**config.mk**
```make
export PLATFORM = sky130hd
export DESIGN_NAME = pipe_ctrl_flat
export DESIGN_NICKNAME = d
export VERILOG_FILES = /design/src/rtl/pipe_defs.sv /design/src/rtl/pipe_ctrl_if.sv /design/src/rtl/bus_watchdog.sv /design/src/rtl/pipe_ctrl.sv /design/src/flat_wrapper.sv
export SDC_FILE = /design/constraint.sdc
export NUM_CORES = 1
export LEC_CHECK = 0
export BUFFER_PORTS_ARGS = -buffer_cell sky130_fd_sc_hd__buf_2
export CAP_MARGIN = 10
export CORE_MARGIN = 4
export CORE_UTILIZATION = 45
export DETAILED_ROUTE_END_ITERATION = 8
export HOLD_SLACK_MARGIN = 0.12
export PLACE_DENSITY = 0.77
export SLEW_MARGIN = 20
export SYNTH_ARGS = -nofsm -noshare
export SYNTH_HDL_FRONTEND = slang
export SYNTH_SLANG_ARGS = --single-unit
```
**constraint.sdc**
```tcl
create_clock -name clk -period 3.71 [get_ports clk]
set_clock_uncertainty 0.15 [all_clocks]
set_input_delay 0.371 -clock clk [delete_from_list [all_inputs] [get_ports clk]]
set_output_delay 0.371 -clock clk [all_outputs]
set_load 0.05 [all_outputs]
```
**src/rtl/pipe_defs.sv**
```systemverilog
// Shared definitions for the OpenMIPS pipeline control unit.
// Holds the contiguous stall patterns, the exception type codes delivered
// by the mem stage, and the control FSM state encoding.
package pipe_defs;

    // Stall patterns, bit0 = pc ... bit7 = wb. Every pattern is contiguous
    // from bit0. The register just above the highest held stage therefore
    // sees stall[n]=1, stall[n+1]=0 and inserts the bubble itself.
    localparam logic [7:0] STALL_NONE = 8'b0000_0000;
    localparam logic [7:0] STALL_IF   = 8'b0000_0011;
    localparam logic [7:0] STALL_ID   = 8'b0000_0111;
    localparam logic [7:0] STALL_EX   = 8'b0000_1111;
    localparam logic [7:0] STALL_MEM  = 8'b0111_1111;

    // Final exception types from the mem stage (0 = none)
    localparam logic [31:0] EXC_INT  = 32'h0000_0001;
    localparam logic [31:0] EXC_SYS  = 32'h0000_0008;
    localparam logic [31:0] EXC_BRK  = 32'h0000_0009;
    localparam logic [31:0] EXC_RI   = 32'h0000_000a;
    localparam logic [31:0] EXC_OV   = 32'h0000_000c;
    localparam logic [31:0] EXC_TR   = 32'h0000_000d;
    localparam logic [31:0] EXC_ERET = 32'h0000_000e;

    typedef enum logic [1:0] {
        ST_RUN,
        ST_BUSERR,
        ST_DRAIN
    } state_t;

endpackage

```
**src/rtl/pipe_ctrl_if.sv**
```systemverilog
// Pipeline control bundle between the stages and pipe_ctrl.
// Stage side : stallreq_if/id/ex/mem, excepttype, cp0_epc, stat_clr
// Control side: stall[7:0], flush, new_pc, bus_abort, bus_err, stall_cycles
// master = pipe_ctrl, slave = pipeline / memory interface.
interface pipe_ctrl_if;

    logic        stallreq_if;
    logic        stallreq_id;
    logic        stallreq_ex;
    logic        stallreq_mem;
    logic [31:0] excepttype;
    logic [31:0] cp0_epc;
    logic        stat_clr;
    logic [7:0]  stall;
    logic        flush;
    logic [31:0] new_pc;
    logic        bus_abort;
    logic        bus_err;
    logic [31:0] stall_cycles;

    modport master (
        input  stallreq_if, stallreq_id, stallreq_ex, stallreq_mem,
        input  excepttype, cp0_epc, stat_clr,
        output stall, flush, new_pc, bus_abort, bus_err, stall_cycles
    );

    modport slave (
        output stallreq_if, stallreq_id, stallreq_ex, stallreq_mem,
        output excepttype, cp0_epc, stat_clr,
        input  stall, flush, new_pc, bus_abort, bus_err, stall_cycles
    );

endinterface

```
**src/rtl/bus_watchdog.sv**
```systemverilog
// Memory bus hang detector.
// Counts consecutive stallreq_mem cycles while the control FSM is in RUN
// with no exception pending, and flags timeout_hit in the cycle the count
// reaches TIMEOUT-1 (so TIMEOUT=1 fires on the first wait cycle).
// Ports: clk, rst (async, active-high), run (FSM in RUN), mem_req,
//        exc_pending, timeout_hit (combinational).
module bus_watchdog #(
    parameter int unsigned TIMEOUT = 255
) (
    input  logic clk,
    input  logic rst,
    input  logic run,
    input  logic mem_req,
    input  logic exc_pending,
    output logic timeout_hit
);

    localparam logic [15:0] LIMIT = 16'(TIMEOUT - 1);

    logic [15:0] count;

    assign timeout_hit = run && mem_req && !exc_pending && (count == LIMIT);

    // Any break in the wait (exception, non-RUN state, request dropped)
    // or a fired timeout restarts the count from zero.
    always_ff @(posedge clk or posedge rst) begin
        if (rst) begin
            count <= '0;
        end else if (!run || !mem_req || exc_pending || timeout_hit) begin
            count <= '0;
        end else begin
            count <= count + 16'd1;
        end
    end

endmodule

```
**src/rtl/pipe_ctrl.sv**
```systemverilog
// Central pipeline control for the 8-stage OpenMIPS pipeline.
// Merges stage stall requests into one contiguous stall vector (deepest
// requester wins), flushes and redirects on exceptions/eret, aborts a hung
// memory bus via bus_watchdog, and counts stalled cycles (saturating).
// Ports: clk, rst (async, active-high), bus (pipe_ctrl_if.master).
// Parameters: TIMEOUT (bus wait limit, 1..65535), EXC_VEC (exception PC).
module pipe_ctrl
    import pipe_defs::*;
#(
    parameter int unsigned TIMEOUT = 255,
    parameter logic [31:0] EXC_VEC = 32'h0000_0020
) (
    input  logic         clk,
    input  logic         rst,
    pipe_ctrl_if.master  bus
);

    state_t      state;
    state_t      state_next;
    logic        exc_pending;
    logic        timeout_hit;
    logic [7:0]  stall_req;
    logic [7:0]  stall_c;
    logic        flush_c;
    logic [31:0] exc_target;
    logic [31:0] new_pc_c;
    logic [31:0] stall_cnt;

    assign exc_pending = (bus.excepttype != 32'd0);

    bus_watchdog #(
        .TIMEOUT (TIMEOUT)
    ) u_watchdog (
        .clk         (clk),
        .rst         (rst),
        .run         (state == ST_RUN),
        .mem_req     (bus.stallreq_mem),
        .exc_pending (exc_pending),
        .timeout_hit (timeout_hit)
    );

    // Deepest requester wins; patterns are never OR-merged.
    always_comb begin
        stall_req = STALL_NONE;
        if (bus.stallreq_mem)     stall_req = STALL_MEM;
        else if (bus.stallreq_ex) stall_req = STALL_EX;
        else if (bus.stallreq_id) stall_req = STALL_ID;
        else if (bus.stallreq_if) stall_req = STALL_IF;
    end

    // Only eret redirects to EPC; every other cause enters the common vector.
    always_comb begin
        exc_target = EXC_VEC;
        case (bus.excepttype)
            EXC_ERET: exc_target = bus.cp0_epc;
            EXC_INT, EXC_SYS, EXC_BRK,
            EXC_RI, EXC_OV, EXC_TR: exc_target = EXC_VEC;
            default: exc_target = EXC_VEC;
        endcase
    end

    always_ff @(posedge clk or posedge rst) begin
        if (rst) state <= ST_RUN;
        else     state <= state_next;
    end

    // An exception in RUN outranks both stalls and a simultaneous timeout.
    // DRAIN ignores requests and exceptions for one cycle while the memory
    // interface drops its access.
    always_comb begin
        state_next = state;
        stall_c    = STALL_NONE;
        flush_c    = 1'b0;
        new_pc_c   = 32'd0;
        case (state)
            ST_RUN: begin
                if (exc_pending) begin
                    flush_c  = 1'b1;
                    new_pc_c = exc_target;
                end else begin
                    stall_c = stall_req;
                    if (timeout_hit) state_next = ST_BUSERR;
                end
            end
            ST_BUSERR: begin
                flush_c    = 1'b1;
                new_pc_c   = EXC_VEC;
                state_next = ST_DRAIN;
            end
            ST_DRAIN: begin
                state_next = ST_RUN;
            end
            default: begin
                state_next = ST_RUN;
            end
        endcase
    end

    // Combinational outputs are forced to zero while rst is held.
    assign bus.stall     = rst ? 8'd0  : stall_c;
    assign bus.flush     = rst ? 1'b0  : flush_c;
    assign bus.new_pc    = rst ? 32'd0 : new_pc_c;
    assign bus.bus_abort = (state == ST_BUSERR) || (state == ST_DRAIN);
    assign bus.bus_err   = (state == ST_BUSERR);

    // stat_clr beats the increment; the count sticks at all-ones.
    always_ff @(posedge clk or posedge rst) begin
        if (rst) begin
            stall_cnt <= 32'd0;
        end else if (bus.stat_clr) begin
            stall_cnt <= 32'd0;
        end else if (stall_c[0] && (stall_cnt != 32'hFFFF_FFFF)) begin
            stall_cnt <= stall_cnt + 32'd1;
        end
    end

    assign bus.stall_cycles = stall_cnt;

endmodule
```
**src/flat_wrapper.sv**
```systemverilog
// flat-port wrapper written by rule: the top's interface ports become plain ports
module pipe_ctrl_flat import pipe_defs::*;
#(
    parameter int unsigned TIMEOUT = 255,
    parameter logic [31:0] EXC_VEC = 32'h0000_0020
)
  (clk, rst, bus_stallreq_if, bus_stallreq_id, bus_stallreq_ex, bus_stallreq_mem, bus_excepttype, bus_cp0_epc, bus_stat_clr, bus_stall, bus_flush, bus_new_pc, bus_bus_abort, bus_bus_err, bus_stall_cycles);
  pipe_ctrl_if bus_i ();
  input  logic clk;
  input  logic rst;
  input wire logic [$bits(bus_i.stallreq_if)-1:0] bus_stallreq_if;
  input wire logic [$bits(bus_i.stallreq_id)-1:0] bus_stallreq_id;
  input wire logic [$bits(bus_i.stallreq_ex)-1:0] bus_stallreq_ex;
  input wire logic [$bits(bus_i.stallreq_mem)-1:0] bus_stallreq_mem;
  input wire logic [$bits(bus_i.excepttype)-1:0] bus_excepttype;
  input wire logic [$bits(bus_i.cp0_epc)-1:0] bus_cp0_epc;
  input wire logic [$bits(bus_i.stat_clr)-1:0] bus_stat_clr;
  output wire logic [$bits(bus_i.stall)-1:0] bus_stall;
  output wire logic [$bits(bus_i.flush)-1:0] bus_flush;
  output wire logic [$bits(bus_i.new_pc)-1:0] bus_new_pc;
  output wire logic [$bits(bus_i.bus_abort)-1:0] bus_bus_abort;
  output wire logic [$bits(bus_i.bus_err)-1:0] bus_bus_err;
  output wire logic [$bits(bus_i.stall_cycles)-1:0] bus_stall_cycles;
  assign bus_i.stallreq_if = bus_stallreq_if;
  assign bus_i.stallreq_id = bus_stallreq_id;
  assign bus_i.stallreq_ex = bus_stallreq_ex;
  assign bus_i.stallreq_mem = bus_stallreq_mem;
  assign bus_i.excepttype = bus_excepttype;
  assign bus_i.cp0_epc = bus_cp0_epc;
  assign bus_i.stat_clr = bus_stat_clr;
  assign bus_stall = bus_i.stall;
  assign bus_flush = bus_i.flush;
  assign bus_new_pc = bus_i.new_pc;
  assign bus_bus_abort = bus_i.bus_abort;
  assign bus_bus_err = bus_i.bus_err;
  assign bus_stall_cycles = bus_i.stall_cycles;
  pipe_ctrl #(.TIMEOUT(TIMEOUT), .EXC_VEC(EXC_VEC)) u_core (.clk(clk), .rst(rst), .bus(bus_i));
endmodule
```
Yosys cells after proc, flatten, opt, wreduce, memory -nomap -nowiden. Cells that the tools add are included.

Register bits: 50. Input bits: 71. Output and inout port bits: 75.

Eq/ne operators: 7. Reductions and logical operators: 15. Add/subtract/negate cells: 2. Multiplexer cells: 20.

Operator list (number): $mux 32 (5); $pmux 32 s2 (1); $mux 8 (6); $add 32x1->32 const B (1); $eq 32x4->1 const B (1); $ne 32x32->1 const B (1); $reduce_bool 32->1 (1); $add 16x1->16 const B (1); $eq 16x8->1 const B (1); $mux 16 (1); $mux 2 (3); $logic_and 1x1->1 (4); $logic_or 1x1->1 (4); $pmux 2 s2 (1); $logic_not 1->1 (3); $eq 2x1->1 const B (1); $eq 2x2->1 const B (1); $logic_not 2->1 (1); $mux 1 (2); $ne 2x1->1 const B (1); $ne 2x2->1 const B (1); $pmux 1 s2 (1); $reduce_and 2->1 (1); $reduce_bool 2->1 (1).

Depth between registers and ports, before layout. Gate-level depths: netlist of run 1.

Depth after elaboration: 9. Depth in mapped cells: 9.

Cells and area by module. A second synthesis of run 1 with hierarchy kept.

Cell total of the unflattened synthesis: 376. Area total of the unflattened synthesis: 3440.8 sq um.

By module, submodules not included: pipe_ctrl (instances 1, area each 2580.0 sq um, cells each 292, sequential area each 850.8 sq um); bus_watchdog (instances 1, area each 860.8 sq um, cells each 84, sequential area each 400.4 sq um).

Least setup slack after synthesis of run 1. OpenSTA, ideal clock, no wires.

Kind: input to output. Start: input rst. End: output bus_stall[5]. Arrival time: 3327 ps. Data required time: 3189 ps. Path buffers: 1. Cell stages on the path: 4. Path slack: -138 ps. Cells stage by stage: inv_1 > nand2_1 > nor3_1 > buf_4.

Cells in the longest elaborated chain, start to end: 1.

Ends and longest elaborated chain: start: declaration (RTL line flat_wrapper.sv:10) `input logic rst;`; $mux 8 (RTL line pipe_ctrl.sv:100) `assign bus.stall = rst ? 8'd0 : stall_c;`; end: declaration (RTL line flat_wrapper.sv:18) `output wire logic [$bits(bus_i.stall)-1:0] bus_stall;`.

No other way between the ends.

Final worst setup path of run 1.
Start: register u_core.state[1]. End: output bus_new_pc[6].

Cells in the longest elaborated chain, start to end: 3.

Ends and longest elaborated chain: start: declaration (RTL line pipe_ctrl.sv:18) `state_t state;`; start signal: assignment (RTL line pipe_ctrl.sv:64) `else state <= state_next;`; $eq 2x1->1 / $logic_not 2->1 (equally long branches) (RTL line pipe_ctrl.sv:75) `case (state)`; $pmux 32 s2 * (RTL line pipe_ctrl.sv:75); $mux 32 * (RTL line pipe_ctrl.sv:102) `assign bus.new_pc = rst ? 32'd0 : new_pc_c;`; end: declaration (RTL line flat_wrapper.sv:20) `output wire logic [$bits(bus_i.new_pc)-1:0] bus_new_pc;`.

Mark *: on every way between the ends. The rest lies on a longest branch, timed or not.

==> metrics.md, run 1 <==
| Metric | Value |
|---|---|
| Cell Area, Synth | 0.00321 mm^2 |
| IO Count | 146 |
| Crit path max-delay cell type | nor3_2 |
| Hpwl dp | 7480 um |
| Leak | 1.85 nW |
| Placed standard-cell area | 0.00398 mm^2 |
| Core ar. | 0.00687 mm^2 |
| Post-synth top cells | dfrtp_1 (50), and2_1 (33), a21oi_1 (31) |
| Most instantiated library cell after synthesis | dfrtp_1 |
| Critical Path Max Stage Delay | 0.58 ns |
| Final nets | 578 |
| Initial antenna violation count | 0 |
| Placed Cells | 590 |
| Detailed Route Iter0 Violations | 225 |
| Cells after synthesis | 367 |
| Achievable Freq | 312 MHz |
| Part of the cycle the worst path needs | 86.3% |
| Total track usage | 22.6% |
| PwrDens | 228 mW/mm^2 |
| Initial DRT Pass Iterations | 5 |
| Post_cts resized | 0 |
| Vias per inst | 5.64 |
| Critical Path RT | 3.19 ns |
| Worst Path Arrival | 2.68 ns |
| Worst R2R Start | u_core.state[1] |
| Syn-to-layout area delta | 26.7% |
| Row count | 30 |
| Final Non-Filler Cells | 597 |
| Yosys warning total | 0 |
| Post-placement setup slack | 0.698 ns |
| RSZ-0062 raised after global routing | no |
| Post-CTS Setup Bufs | 0 |
| Drt wl/cell | 16.4 um |
| Clock buffer count from CTS | 5 |
| Main flop type after synthesis | dfrtp_1 |
| Status | complete, no violations |
| Fin util | 59.2% |
| First-pass GRT wire length | 15700 um |
| Reg2reg setup slack | 0.71 ns |
| Gpl congestion | 0.840 |
| Clock sinks | 50 |
| Worst-margin pin slew | 0.951 ns |
| Peak VDD IR | 0.000216 V |
| Min cycle time layout | 3.20 ns |
| Final setup fails | 0 |
| Share of the synthesized area in the top cell type | 39.0% |
| # diodes | 0 |
| MaxCap Viol Count | 0 |
| Clk Latency, worst-skew pair | 0.30 ns |
| Register-to-Register Path Depth | 7 |
| Drt total wl | 9770 um |
| Max Slew Vio Count | 0 |
| DR vias | 3365 |
| Largest net degree at the start of global routing | 51 |
| Cell variety after synth | 42 |
| Hold-fix buffers, CTS | 0 |
| CTS tree | yes |
| Number of synthesized register bits | 50 |
| Post-DRT Antenna Nets | 0 |
| Syn nets | 444 |
| Effective utilization at floorplan | 46.7% |
| Die Area | 0.00854 mm^2 |
| Crit Path Class | reg2out |
| Htree depth | 2 |
| CP Max Fanout | 18 |
| FF-to-FF End | u_core.bus.stall_cycles[5] |
| Number of port buffers | 144 |
| Hold Fails Final Rpt | 0 |
| Finished Cell Area | 0.00406 mm^2 |
| Sequential area share after synthesis | 39.0% |
| Die height | 92.4 um |
| Layout cells sized above 1 | 33.7% |
| Cells taking the most area after synthesis | dfrtp_1 (39%), and2_1 (6.4%), or4_1 (5.6%) |
| EDFF count, synth | 0 |
| Synth Area per Inst | 8.74 um^2 |
| Post-synth top area cell | dfrtp_1 |
| GRT overflow | 0 |
| Final setup TNS | 0 ns |
| Reg clk slew, reported paths | 0.09 ns |
| Root Buffer | clkbuf_8 |
| Startpoint Class | flop |
| Slew HR | 36.3% |
| Ys async rst share | 100% |
| Clock Path Buffers | 2 |
| Post-route DRC | 0 |
| Final setup margin | 0.507 ns |
| Cell breakdown of the critical path | inv_1, ha_1, nand2_1, nor3_2, buf_4, and2_1, buf_2 |
| Die width | 92.4 um |
| CP Capture Type | primary output |
| Vias in the first global route | 3210 |
| Worst hold path type | in2async |
[state kept, by name (all words and copies together), names as in the netlist]
name and flops:
u_core.u_watchdog.count 16, u_core.bus.stall_cycles 32, u_core.state 2
[cells in the final DEF, fill, tap and decap left out, drive strengths merged, types with 5 or more instances in the layout]
master,n
a21oi,31
and2,33
and3,5
buf,147
clkbuf,6
dfrtp,50
ha,6
inv,12
nand2,16
nand3,20
nand4,17
nor2,31
nor3,13
nor4,9
o21ai,9
o31ai,23
or3,9
or4,24
xnor2,7
xor2,7
[cell families (layout without fill, tap and decap cells)]
| kind of cell | count (synthesis) | after routing | synth area share (%) |
|---|---|---|---|
| AO/OA/AOI/OAI | 71 | 71 | 13.9 |
| XOR/XNOR | 14 | 14 | 3.82 |
| adder cells (fa/ha/maj) | 6 | 6 | 2.34 |
| buffers and inverters | 32 | 166 | 4.60 |
| flip-flops | 50 | 50 | 39.0 |
| multiplexers | 4 | 4 | 1.36 |
| other | 1 | 1 | 0.117 |
| AND/OR/NAND/NOR | 189 | 189 | 34.8 |
[metrics by stage]
step / hold slack, ns / total power [mW]
floorplan: 0.323 / 0.584
global placement: 0.350 / 0.631
detailed placement: 0.358 / 0.632
CTS: 0.135 / 0.939
global route: 0.172 / 0.971
finish: 0.112 / 0.928
[critical path: cells and delay by family (launching register included)]
kind | cells | cell delay [ns]
DFF | 1 | 0.37
buffers and inverters | 3 | 0.66
and+or+nand+nor | 3 | 1.00
adders and majority gates | 1 | 0.33
[metal layers]
layer | wire length, um | share of wire (%) | global-route usage (%)
met2 | 4570 | 47 | 34.0
met5 | 0 | 0 | 0
met3 | 718 | 7.3 | 4.71
met4 | 128 | 1.3 | 7.05
met1 | 4350 | 45 | 32.4
[worst max path at each step]
stage	from	endpoint	slack, ns	cells past startpoint
final	u_core.state[1]	bus_new_pc[6]	0.51	7
after floorplan	rst	bus_stall[3]	0.24	3
after CTS	u_core.state[1]	bus_new_pc[6]	0.53	7
after detailed placement	u_core.state[0]	u_core.bus.stall_cycles[13]	0.70	7
after global placement	u_core.state[1]	u_core.bus.stall_cycles[13]	0.77	7
after global routing	u_core.state[0]	bus_new_pc[19]	0.32	7
[cell type report]
type | count | area [um^2]
Multi-Input combinational cell | 285 | 1820
Timing Repair Buffer | 147 | 743
Sequential cell | 50 | 1250
Clock buffer | 6 | 72.6
Clock inverter | 1 | 7.51
Fill cell | 627 | 2810
Tap cell | 96 | 120
Inverter | 12 | 45.0
[power by group]
| group | internal [mW] | switching [mW] |
|---|---|---|
| clock network | 0.130 | 0.177 |
| registers | 0.544 | 0.0000000000125 |
| logic | 0.0317 | 0.0444 |
| total | 0.706 | 0.222 |
Note: power is estimated with default switching activity, not from simulation.
==> run 2: changes to the inputs <==
ABC_AREA = 1   (was not set)
PLACE_DENSITY = 0.73   (was 0.77)
==> run 2 against run 1 <==
- wire length grew 18%
- die area grew 26%
- design area grew 22%
- via count grew 31%
- critical path type unchanged
- total power grew 7.6%
- global-route usage shrank 0.86 points
- largest cell class unchanged
- worst hold slack gained 0.23 ns
- critical endpoint is now bus_new_pc[5]
- cell count grew 50%
==> metrics.md, run 2 <==
| Metric | Value |
|---|---|
| Main combinational cell family by area after synthesis | simple AND/OR/NAND/NOR gates (unchanged) |
| DR vias | 4417 (was 3365) |
| Mux contribution to synthesized area | 0% (was 1.37%) |
| Worst R2R Start | u_core.bus.stall_cycles[0] (was u_core.state[1]) |
| GRT overflow | 0 (unchanged) |
| Critical Path RT | 3.19 ns (about the same) |
| Startpoint Class | flop (unchanged) |
| EDFF count, synth | 0 (unchanged) |
| Yosys warning total | 0 (unchanged) |
| Hpwl dp | 9050 um (was 7480 um) |
| Post-DRT Antenna Nets | 0 (unchanged) |
| Slew HR | 42.0% (was 36.3%) |
| IO Count | 146 (unchanged) |
| Leak | 2.82 nW (was 1.85 nW) |
| Post-route DRC | 0 (unchanged) |
| Main flop type after synthesis | dfrtp_1 (unchanged) |
| Cells taking the most area after synthesis | dfrtp_1 (30%), nand2_1 (18%), nor2_1 (13%) (was dfrtp_1 (39%), and2_1 (6.4%), or4_1 (5.6%)) |
| Register-to-Register Path Depth | 8 (was 7) |
| Effective utilization at floorplan | 46.9% (was 46.7%) |
| Share of the synthesized area in the top cell type | 30.3% (was 39.0%) |
| Reg area | 0.00125 mm^2 (unchanged) |
| Min cycle time layout | 2.69 ns (was 3.20 ns) |
| Die height | 104 um (was 92.4 um) |
| Achievable Freq | 371 MHz (was 312 MHz) |
| Syn-to-layout area delta | 20.0% (was 26.7%) |
| PwrDens | 202 mW/mm^2 (was 228 mW/mm^2) |
| Total track usage | 21.7% (was 22.6%) |
| Clock Path Buffers | 2 (unchanged) |
| Hold depth | 5 |
| Post-synth top area cell | dfrtp_1 (unchanged) |
| Synth Area in Adders | 1.82% (was 2.34%) |
| Ys async rst share | 100% (unchanged) |
| Reg clk slew, reported paths | 0.10 ns (was 0.09 ns) |
| Synth Area per Inst | 6.33 um^2 (was 8.74 um^2) |
| Worst-margin pin slew | 0.870 ns (was 0.951 ns) |
| Part of the cycle the worst path needs | 72.6% (was 86.3%) |
| Hold WS | 0.337 ns (was 0.112 ns) |
| Peak VDD IR | 0.000131 V (was 0.000216 V) |
| Detailed Route Iter0 Violations | 154 (was 225) |
| Gpl congestion | 0.933 (was 0.840) |
| Cell variety after synth | 33 (was 42) |
| RSZ-0062 raised after global routing | no (unchanged) |
| Hold Path End | u_core.u_watchdog.count[15] |
| Htree depth | 2 (unchanged) |
| Layout cells sized above 1 | 25.1% (was 33.7%) |
| Number of port buffers | 144 (unchanged) |
| Fraction of the mapped netlist area in compound gates | 0.637% (was 13.9%) |
| Most instantiated library cell after synthesis | nand2_1 (was dfrtp_1) |
| Die Area | 0.0108 mm^2 (was 0.00854 mm^2) |
| Vias per inst | 4.95 (was 5.64) |
| Commonest non-fill, non-tap cell in the layout | nand2_1 (was buf_2) |
| CTS tree | yes (unchanged) |
| Clock sinks | 50 (unchanged) |
| Largest net degree at the start of global routing | 65 (was 51) |
| Vias in the first global route | 4289 (was 3210) |
| Drt wl/cell | 12.9 um (was 16.4 um) |
| Hold Fails Final Rpt | 0 (unchanged) |
| Final nets | 861 (was 578) |
| Reg2reg setup slack | 1.56 ns (was 0.71 ns) |
| Clk Latency, worst-skew pair | 0.31 ns (was 0.30 ns) |
| CP Capture Type | primary output (unchanged) |
| Simple-Gate Fraction of Synth Area | 52.3% (was 34.8%) |
| Syn nets | 729 (was 444) |
| # diodes | 0 (unchanged) |
| FF-to-FF End | u_core.bus.stall_cycles[4] (was u_core.bus.stall_cycles[5]) |
| Drt total wl | 11500 um (was 9770 um) |
| Status | complete, no violations (unchanged) |
| Initial antenna violation count | 0 (unchanged) |
| Initial DRT Pass Iterations | 4 (was 5) |
| Cell Area, Synth | 0.00413 mm^2 (was 0.00321 mm^2) |
| Post-synth top cells | nand2_1 (199), nor2_1 (141), inv_1 (73) (was dfrtp_1 (50), and2_1 (33), a21oi_1 (31)) |
| CP Max Fanout | 32 (was 18) |
| MaxCap Viol Count | 0 (unchanged) |
| First-pass GRT wire length | 19900 um (was 15700 um) |
| Crit Path Class | reg2out (unchanged) |
| Fill cells | 880 (was 627) |
| Hold-fix buffers, CTS | 1 (was 0) |
| Post_cts resized | 0 (unchanged) |
| Number of synthesized register bits | 50 (unchanged) |
| Worst hold path type | in2reg (was in2async) |
| Combined area of the multi-input logic cells | 0.00241 mm^2 (was 0.00182 mm^2) |
| Max reg flops | 32 (unchanged) |
| Final setup TNS | 0 ns (unchanged) |
| Row count | 34 (was 30) |
| Clock buffer count from CTS | 5 (unchanged) |
| Worst hold start | bus_stallreq_mem |
| Final setup fails | 0 (unchanged) |
| Cells after synthesis | 652 (was 367) |
| Die width | 104 um (was 92.4 um) |
| Max Slew Vio Count | 0 (unchanged) |
| Xor/xnor share of the synthesized area | 3.61% (was 3.82%) |
| Most frequent cells in the layout | nand2_1 (199), buf_2 (144), nor2_1 (140) (was buf_2 (144), dfrtp_1 (50), and2_1 (33)) |
| Core ar. | 0.00881 mm^2 (was 0.00687 mm^2) |
| Post-CTS Setup Bufs | 0 (unchanged) |
| Worst Path Arrival | 2.17 ns (was 2.68 ns) |
| Root Buffer | clkbuf_8 (unchanged) |
| Sequential area share after synthesis | 30.3% (was 39.0%) |
==> run 2: cell types whose count changed after synthesis, sizes merged, moves of 7 or more <==
cell | before | now
a21oi | 31 | 0
and2 | 33 | 0
buf | 10 | 17
inv | 12 | 77
nand2 | 16 | 207
nand3 | 20 | 71
nand4 | 17 | 24
nor2 | 31 | 152
o31ai | 23 | 0
or3 | 9 | 0
or4 | 24 | 0
xor2 | 7 | 15
==> run 2: cells by family after synthesis <==
logic type | after synthesis
adder cells (fa/ha/maj) | 6
flip-flops | 50
AO/OA/AOI/OAI | 5
AND/OR/NAND/NOR | 472
buffers and inverters | 101
other | 1
XOR/XNOR | 17
==> run 2: where the power goes <==
part | internal (mW) | switching [mW]
clock | 0.171 | 0.195
combinational | 0.0364 | 0.0510
sequential | 0.544 | 0.0000000000143
total | 0.752 | 0.246
==> run 2: worst max path at each step <==
| stage | start | end | slack (ns) |
|---|---|---|---|
| 2_1_floorplan | rst | bus_new_pc[0] | 0.51 |
| 3_3_place_gp | bus_excepttype[5] | bus_flush | 1.37 |
| 3_5_place_dp | bus_excepttype[5] | bus_new_pc[5] | 1.29 |
| 4_1_cts | u_core.state[0] | bus_new_pc[5] | 1.02 |
| 5_1_grt | u_core.state[1] | bus_new_pc[5] | 0.80 |
| 6_report | u_core.state[0] | bus_new_pc[5] | 1.02 |
==> run 2: area by class of cell <==
class	instances	share of cell area, %
Multi-Input combinational cell	501	48.7
Inverter	78	5.94
Clock inverter	1	0.177
Clock buffer	7	1.95
Timing Repair Buffer	148	15.2
Sequential cell	50	25.3
Tap cell	108	2.73
==> run 2: worst max-delay path, stage by stage (launching register included) <==
cell	delay [ns]
dfrtp_1	0.42
inv_1	0.10
ha_1	0.27
inv_1	0.12
nor2_2	0.11
buf_4	0.30
o21ai_0	0.17
nor2_1	0.10
buf_2	0.27
==> run 2: per-stage QoR <==
stage / utilization (%) / worst slack [ns] / cells / power, mW / cell area (um^2)
finish: 56.2 / 1.02 / 893 / 0.998 / 4950
global route: 56.2 / 0.804 / 893 / 1.05 / 4950
CTS: 56.2 / 1.02 / 893 / 1.01 / 4950
detailed placement: 54.9 / 1.29 / 884 / 0.643 / 4840
global placement: 54.9 / 1.37 / 884 / 0.641 / 4840
floorplan: - / 0.507 / 652 / 0.598 / 4130
==> run 2: layer usage <==
metal | routed length, um | vias to the layer above | GRT usage (%)
met1 | 4630 | 1984 | 24.7
li1 | - | 2289 | -
met5 | 0 | - | 0
met2 | 5960 | 133 | 41.4
met4 | 157 | 0 | 4.84
met3 | 792 | 11 | 4.73
